File: src/rtl/vscale_hasti_rr_arbiter.sv
// N-master to 1-slave HASTI data-memory arbiter with a selectable grant policy.
// The grant only moves on cycles where no data phase can straddle the switch.
module vscale_hasti_rr_arbiter #(
    parameter int unsigned NUM_MASTERS = 4,
    parameter int unsigned IDX_WIDTH   = 2,
    parameter int unsigned ADDR_WIDTH  = 32,
    parameter int unsigned BUS_WIDTH   = 32,
    parameter int unsigned MODE        = 1,
    parameter int unsigned CNT_WIDTH   = 16
) (
    input  logic                              clk,
    input  logic                              reset,
    input  logic [NUM_MASTERS*ADDR_WIDTH-1:0] m_haddr,
    input  logic [NUM_MASTERS-1:0]            m_hwrite,
    input  logic [NUM_MASTERS*3-1:0]          m_hsize,
    input  logic [NUM_MASTERS*2-1:0]          m_htrans,
    input  logic [NUM_MASTERS*BUS_WIDTH-1:0]  m_hwdata,
    output logic [NUM_MASTERS*BUS_WIDTH-1:0]  m_hrdata,
    output logic [NUM_MASTERS-1:0]            m_hready,
    output logic [NUM_MASTERS-1:0]            m_hresp,
    output logic [ADDR_WIDTH-1:0]             s_haddr,
    output logic                              s_hwrite,
    output logic [2:0]                        s_hsize,
    output logic [1:0]                        s_htrans,
    output logic [BUS_WIDTH-1:0]              s_hwdata,
    input  logic [BUS_WIDTH-1:0]              s_hrdata,
    input  logic                              s_hready,
    input  logic                              s_hresp,
    input  logic [IDX_WIDTH-1:0]              next_core,
    output logic [IDX_WIDTH-1:0]              grant,
    output logic [CNT_WIDTH-1:0]              contention_count
);

    localparam int unsigned MODE_EXT   = 0;
    localparam int unsigned MODE_RR    = 1;
    localparam int unsigned MODE_FIXED = 2;

    localparam logic [1:0]           HTRANS_IDLE = 2'b00;
    localparam logic [IDX_WIDTH-1:0] LAST_IDX    = IDX_WIDTH'(NUM_MASTERS - 1);

    logic [IDX_WIDTH-1:0] grant_q, grant_d;
    logic [IDX_WIDTH-1:0] rr_ptr_q, rr_ptr_d;
    logic                 dvalid_q, dvalid_d;
    logic [CNT_WIDTH-1:0] cnt_q, cnt_d;

    logic [NUM_MASTERS-1:0] req;
    logic [NUM_MASTERS-1:0] sel;
    logic [NUM_MASTERS-1:0] rr_mask;
    logic                   req_owner;
    logic                   others_req;
    logic                   boundary;

    logic                 fp_found;
    logic                 rr_found;
    logic                 ext_ok;
    logic [IDX_WIDTH-1:0] fp_idx;
    logic [IDX_WIDTH-1:0] rr_hi_idx;
    logic [IDX_WIDTH-1:0] rr_idx;

    // Request, owner-select and round-robin "above the pointer" masks.
    always_comb begin
        req     = '0;
        sel     = '0;
        rr_mask = '0;
        for (int i = 0; i < NUM_MASTERS; i++) begin
            req[i]     = m_htrans[2*i+1];
            sel[i]     = (grant_q == IDX_WIDTH'(i));
            rr_mask[i] = (IDX_WIDTH'(i) > rr_ptr_q);
        end
    end

    assign req_owner  = |(req & sel);
    assign others_req = |(req & ~sel);
    assign boundary   = s_hready & ~req_owner;

    // Downward scans leave the lowest matching index; round-robin first looks strictly
    // above the pointer and wraps to the lowest requester overall.
    always_comb begin
        fp_found  = 1'b0;
        fp_idx    = grant_q;
        rr_found  = 1'b0;
        rr_hi_idx = grant_q;
        for (int i = NUM_MASTERS - 1; i >= 0; i--) begin
            if (req[i]) begin
                fp_found = 1'b1;
                fp_idx   = IDX_WIDTH'(i);
            end
            if (req[i] && rr_mask[i]) begin
                rr_found  = 1'b1;
                rr_hi_idx = IDX_WIDTH'(i);
            end
        end
        rr_idx = rr_found ? rr_hi_idx : fp_idx;
    end

    assign ext_ok = (32'(next_core) < NUM_MASTERS);

    always_comb begin
        grant_d  = grant_q;
        rr_ptr_d = rr_ptr_q;
        dvalid_d = s_hready ? req_owner : dvalid_q;
        cnt_d    = cnt_q;
        if (others_req && (cnt_q != {CNT_WIDTH{1'b1}})) begin
            cnt_d = cnt_q + CNT_WIDTH'(1);
        end
        if (boundary) begin
            case (MODE)
                MODE_EXT: begin
                    if (ext_ok) grant_d = next_core;
                end
                MODE_RR: begin
                    if (fp_found) begin
                        grant_d  = rr_idx;
                        rr_ptr_d = rr_idx;
                    end
                end
                MODE_FIXED: begin
                    if (fp_found) grant_d = fp_idx;
                end
                default: ;
            endcase
        end
    end

    always_ff @(posedge clk) begin
        if (reset) begin
            grant_q  <= '0;
            rr_ptr_q <= LAST_IDX;
            dvalid_q <= 1'b0;
            cnt_q    <= '0;
        end else begin
            grant_q  <= grant_d;
            rr_ptr_q <= rr_ptr_d;
            dvalid_q <= dvalid_d;
            cnt_q    <= cnt_d;
            // A stalled data phase must keep its owner on the bus.
            if (dvalid_q && !s_hready) begin
                assert (grant_d == grant_q);
            end
        end
    end

    // Address and write-data mux; the data-phase owner always equals grant_q.
    always_comb begin
        s_haddr  = '0;
        s_hwrite = 1'b0;
        s_hsize  = '0;
        s_htrans = HTRANS_IDLE;
        s_hwdata = '0;
        for (int i = 0; i < NUM_MASTERS; i++) begin
            if (sel[i]) begin
                s_haddr  = m_haddr[i*ADDR_WIDTH +: ADDR_WIDTH];
                s_hwrite = m_hwrite[i];
                s_hsize  = m_hsize[i*3 +: 3];
                s_htrans = m_htrans[i*2 +: 2];
                s_hwdata = m_hwdata[i*BUS_WIDTH +: BUS_WIDTH];
            end
        end
        if (reset) s_htrans = HTRANS_IDLE;
    end

    always_comb begin
        m_hrdata = {NUM_MASTERS{s_hrdata}};
        m_hready = '1;
        m_hresp  = '0;
        for (int i = 0; i < NUM_MASTERS; i++) begin
            m_hready[i] = sel[i] ? s_hready : ~req[i];
            m_hresp[i]  = sel[i] & s_hresp;
        end
        if (reset) begin
            m_hready = '1;
            m_hresp  = '0;
        end
    end

    assign grant            = grant_q;
    assign contention_count = cnt_q;

endmodule
File: config.mk
export PLATFORM = sky130hd
export DESIGN_NAME = vscale_hasti_rr_arbiter
export DESIGN_NICKNAME = d
export VERILOG_FILES = /design/src/rtl/vscale_hasti_rr_arbiter.sv
export SDC_FILE = /design/constraint.sdc
export NUM_CORES = 1
export LEC_CHECK = 0
export CAP_MARGIN = 40
export CORE_AREA = 5 5 210 212
export CTS_CLUSTER_DIAMETER = 150
export DETAILED_ROUTE_END_ITERATION = 6
export DIE_AREA = 0 0 215 217
export GPL_ROUTABILITY_DRIVEN = 0
export GPL_TIMING_DRIVEN = 0
export PLACE_DENSITY = 0.39
export SLEW_MARGIN = 20
export SYNTH_ARGS = -nofsm -noshare
export SYNTH_HDL_FRONTEND = slang
export SYNTH_SLANG_ARGS = --single-unit
File: constraint.sdc
create_clock -name clk -period 2 [get_ports clk]
set_clock_uncertainty 0.15 [all_clocks]
set_input_delay 0.4 -clock clk [delete_from_list [all_inputs] [get_ports clk]]
set_output_delay 0.4 -clock clk [all_outputs]
set_load 0.01 [all_outputs]
# After elaboration in Yosys (flattened, before gate mapping)
# Index checks and enable logic that the tools add are counted.
dict set report classes {
  bitwise_logic 13
  mux 44
  n_reduce_logical 9
  magnitude_cmp 4
  n_addsub 1
  eq_ne 4
}
# op n
set ops {}
lappend ops {{$mux W32} 8}
lappend ops {{$mux W2} 14}
lappend ops {{$add A16 B1 Y16 const B} 1}
lappend ops {{$mux W1} 16}
lappend ops {{$ne A16 B16 Y1 const B} 1}
lappend ops {{$mux W3} 4}
lappend ops {{$and A4 B4 Y4} 2}
lappend ops {{$mux W4} 2}
lappend ops {{$reduce_or A4 Y1} 2}
lappend ops {{$and A1 B1 Y1} 5}
lappend ops {{$logic_and A1 B1 Y1} 5}
lappend ops {{$not A1 Y1} 5}
lappend ops {{$eq A2 B2 Y1 const B} 2}
lappend ops {{$gt A1 B2 Y1 const A} 2}
lappend ops {{$gt A2 B2 Y1 const A} 2}
lappend ops {{$not A4 Y4} 1}
lappend ops {{$eq A2 B1 Y1 const B} 1}
lappend ops {{$logic_not A2 Y1} 1}
lappend ops {{$reduce_and A2 Y1} 1}
dict set report totals {
  register_bits 20
  out_inout_bits 224
}

# Longest topological paths before layout
dict set report depth {
  ltp_word 7
  mapped_depth 7
}

# Least setup slack after synthesis
# No wires, ideal clock.
dict set report synth_timing {
  path_type {register to output}
  start {register grant_q[0], in the netlist grant[0]}
  end {output s_haddr[18]}
  path_stages_with_launch 5
  arrival_ns 1.683
  path_slack_ns -0.233
  cell_sequence {dfxtp_1 > buf_4 > buf_2 > buf_2 > mux4_2}
}
dict set report synth_via {
  elab_chain_len 5
  word_cells_on_any_way 8
}
# item line_no
set synth_lines {}
lappend synth_lines {{start, declared} 41} ;# logic [IDX_WIDTH-1:0] grant_q, grant_d;
lappend synth_lines {{start signal, assigned} 132} ;# grant_q <= grant_d;
lappend synth_lines {{$logic_not A2 Y1} 67} ;# sel[i] = (grant_q == IDX_WIDTH'(i));
lappend synth_lines {{$mux W32 (3 in a row)} 151} ;# if (sel[i]) begin
lappend synth_lines {{$mux W32 (*)} 151}
lappend synth_lines {{end, declared} 21} ;# output logic [ADDR_WIDTH-1:0] s_haddr,
# Every way passes the cells marked *; elsewhere a longest branch is shown, timed or not.

# Final worst setup path
dict set report layout_timing {
  start {register grant_q[0], in the netlist grant[0]}
  end {output s_haddr[23]}
}
# Same word-level chain as after synthesis.

==> impl_metrics.ini <==
[place]
hpwl_um = 28700
pre_cts_slack_ns = -1.59
io_buffers = 505

[global_routing]
grt_busiest_layer = met2
grt_usage = 0.129
grt_antenna_before_repair = 6
grt_pass1_wl_um = 44000
met2_usage = 0.233
grt_pass1_vias = 5302
grtUsageMet3 = 0.0385
grt_start_max_net_pins = 13
globalRouteOverflowTotal = 0
grtUsageMet1 = 0.154

[sta]
fin_ws_ns = -0.300
hold_viol = 0
rsz0062_at_grt = true
fin_crit_ns = 2.30
relSlewSlack = 0.464
setup-tns-final_ns = -19.09
max_freq_mhz = 435
slew_viol_final = 0
post-route-period-util = 1.15
setup_viol = 92
tightest_slew_ns = 0.793

[floorplan]
placementRows = 75
dieHeight_um = 217
die_x_um = 215
coreArea_um2 = 41800
start_util = 0.0942
num_io_pins = 542
die-area_um2 = 46700

[detailed_routing]
wire_per_inst_um = 22.4
dr.pass1.iters = 4
via_count = 5250
drt-total-wl_um = 33000
drcViolationCount = 0
drt_iter0_drc = 204
postRouteAntennaNets = 0
viasPerCell = 3.56

[clock_tree]
cts-root-buf = clkbuf_16
cts_max_level = 1
cts_sinks = 20
cts_tree = yes
cts_buffer_depth = 2
cts_inserted_buffers = 3
clk_latency_ns = 0.26
cts_hold_buffers = 0
clkTransAtPathRegs_ns = 0.06

[worst_hold_path]
min_to = contention_count[5]
hold_path_class = flop to flop
worstHoldStart = contention_count[5]
min_path_cells = 2

[yosys]
synth-seq-cells = 20
synth_nets = 702
synth-edff-count = 0
async_flop_share = 0
yosysSeqAreaShare = 0.102
synth_warnings = 0
synth_cells = 383
synth_cell_types = 50
synth.cell_area_um2 = 3930
synth_area_per_cell_um2 = 10.3
ys.flop_type = dfxtp_1

[power_and_ir_drop]
ir_drop_mv = 0.391
power_density_nw_per_um2 = 342
leakage_nw = 4.02

[critical_path]
crit_top_cell = buf_12
crit_path_top_delay_cell = mux4_2
r2r_start = grant[0]
crit_type = flop to primary output
critical_path_arrival_ns = 1.75
crit_required_ns = 1.45
r2r-end = contention_count[11]
crit_family = buffers and inverters
rr_worst_depth = 7
crit_path_end_kind = primary output
slowest_delay_ns = 0.54
start_kind = flop
cp_max_fo = 8
cp_cell_sequence = buf_12 > buf_12 > buf_16 > mux4_2 > buf_6
cp_num_buf_inv = 4
r2r_setup_slack_ns = -0.23

[job]
cap_violations = 0

[outcome]
outcome = complete, but fails checks
violations = negative setup slack

[cells_and_area]
drive_gt1_frac = 0.418
final_util = 0.253
area_delta_synth_final_pct = 169
num-nets-final = 1253
final.fill_count = 4463
through the flow:
| stage | power [mW] | hold slack [ns] | instances | area (µm²) |
|---|---|---|---|---|
| CTS | 3.54 | 0.383 | 1456 | 10200 |
| global route | 3.79 | 0.415 | 1475 | 10600 |
| finish | 3.62 | 0.391 | 1475 | 10600 |
| floorplan | 1.37 | 0.357 | 383 | 3990 |
| global placement | 2.84 | 0.373 | 1427 | 9710 |
| detailed placement | 2.84 | 0.360 | 1427 | 9710 |
flip-flops by register name, summed over array words and instances (netlist names):
name              cells
rr_ptr_q              2
grant                 2
contention_count     16
synth_stat cells, drive strengths merged (7+ instances only):
| cell | n | area [µm²] |
|---|---|---|
| buf | 147 | 1050 |
| mux4 | 70 | 1580 |
| dfxtp | 20 | 400 |
| nor2 | 20 | 75.1 |
| nand2 | 12 | 45.0 |
| a21oi | 10 | 50.1 |
| clkbuf | 8 | 30.0 |
| nand3 | 8 | 40.0 |
| nor3 | 8 | 40.0 |
| nand4 | 7 | 58.8 |
| o21ai | 7 | 35.0 |
per-layer routing:
| metal | share of wire | routed length [µm] | vias up |
|---|---|---|---|
| li1 | - | - | 2444 |
| met1 | 0.39 | 12800 | 2549 |
| met2 | 0.52 | 17300 | 239 |
| met3 | 0.075 | 2470 | 14 |
| met4 | 0.010 | 337 | 4 |
| met5 | 0.00082 | 27 | - |
power breakdown:
group | total [mW] | switching, mW | internal (mW)
Sequential | 0.439 | 0.0247 | 0.414
Clock | 0.573 | 0.175 | 0.398
Combinational | 2.60 | 0.912 | 1.69
Total | 3.62 | 1.11 | 2.50
layout by cell type (no fill, tap or decap), types with 3 or more instances in the layout:
| cell | Yosys | final |
|---|---|---|
| a21oi_1 | 10 | 4 |
| a21oi_2 | 0 | 6 |
| and4_1 | 3 | 3 |
| buf_12 | 0 | 12 |
| buf_2 | 9 | 34 |
| buf_4 | 129 | 152 |
| buf_6 | 1 | 61 |
| buf_8 | 0 | 4 |
| clkbuf_16 | 0 | 7 |
| clkdlybuf4s50_1 | 0 | 424 |
| dfxtp_1 | 20 | 17 |
| dfxtp_2 | 0 | 3 |
| diode_2 | 0 | 3 |
| dlygate4sd2_1 | 0 | 3 |
| inv_1 | 3 | 3 |
| mux4_2 | 70 | 70 |
| nand2_1 | 12 | 11 |
| nand3_1 | 8 | 6 |
| nand4_1 | 6 | 6 |
| nor2_1 | 20 | 17 |
| nor2b_1 | 5 | 4 |
| nor3_1 | 8 | 5 |
| nor3_2 | 0 | 3 |
| o21ai_0 | 7 | 6 |
| o31ai_1 | 5 | 4 |
| or4_4 | 0 | 3 |
worst min-delay path: cells and delay by family (launching register included):
family	cells	cell delay (ns)
flip-flops	1	0.36
AO/OA/AOI/OAI	2	0.14
repair_timing:
| action | 4_1_cts | 5_1_grt |
|---|---|---|
| pin swaps | 14 | 15 |
| endpoints found under the setup margin | 98 | 97 |
| gates resized for setup | 441 | 77 |
| buffers inserted | 25 | 16 |
| gates cloned | 1 | 2 |
logic make-up (layout without fill, tap and decap cells):
kind of cell,Yosys count,in the layout,share of synthesized area
flip-flops,20,20,0.102
buffers and inverters,158,708,0.279
multiplexers,74,74,0.413
AND/OR/NAND/NOR,85,85,0.120
adder cells (fa/ha/maj),1,1,0.00318
AO/OA/AOI/OAI,40,40,0.0728
other,0,3,0
XOR/XNOR,5,5,0.0111
area by class of cell:
cell class	count	area, µm²	area share
timing repair buffer	547	5390	0.510
buffer	154	1350	0.127
tap	539	674	0.0638
clock inverter	1	30.0	0.00284
clock buffer	3	75.1	0.00710
sequential	20	404	0.0382
multi-input combinational	205	2630	0.249
inverter	3	11.3	0.00106
antenna	3	7.51	0.000710
how the worst max path moves through the flow:
stage / from / end / cells past startpoint
after detailed placement: reset / m_hready[1] / 5
final: grant[0] / s_haddr[23] / 5
after global routing: grant[0] / s_haddr[24] / 5
after global placement: reset / m_hready[1] / 5
after CTS: grant[0] / s_haddr[23] / 5
after floorplan: m_htrans[1] / contention_count[4] / 7
No activity file was read; power rests on OpenSTA's default activity.
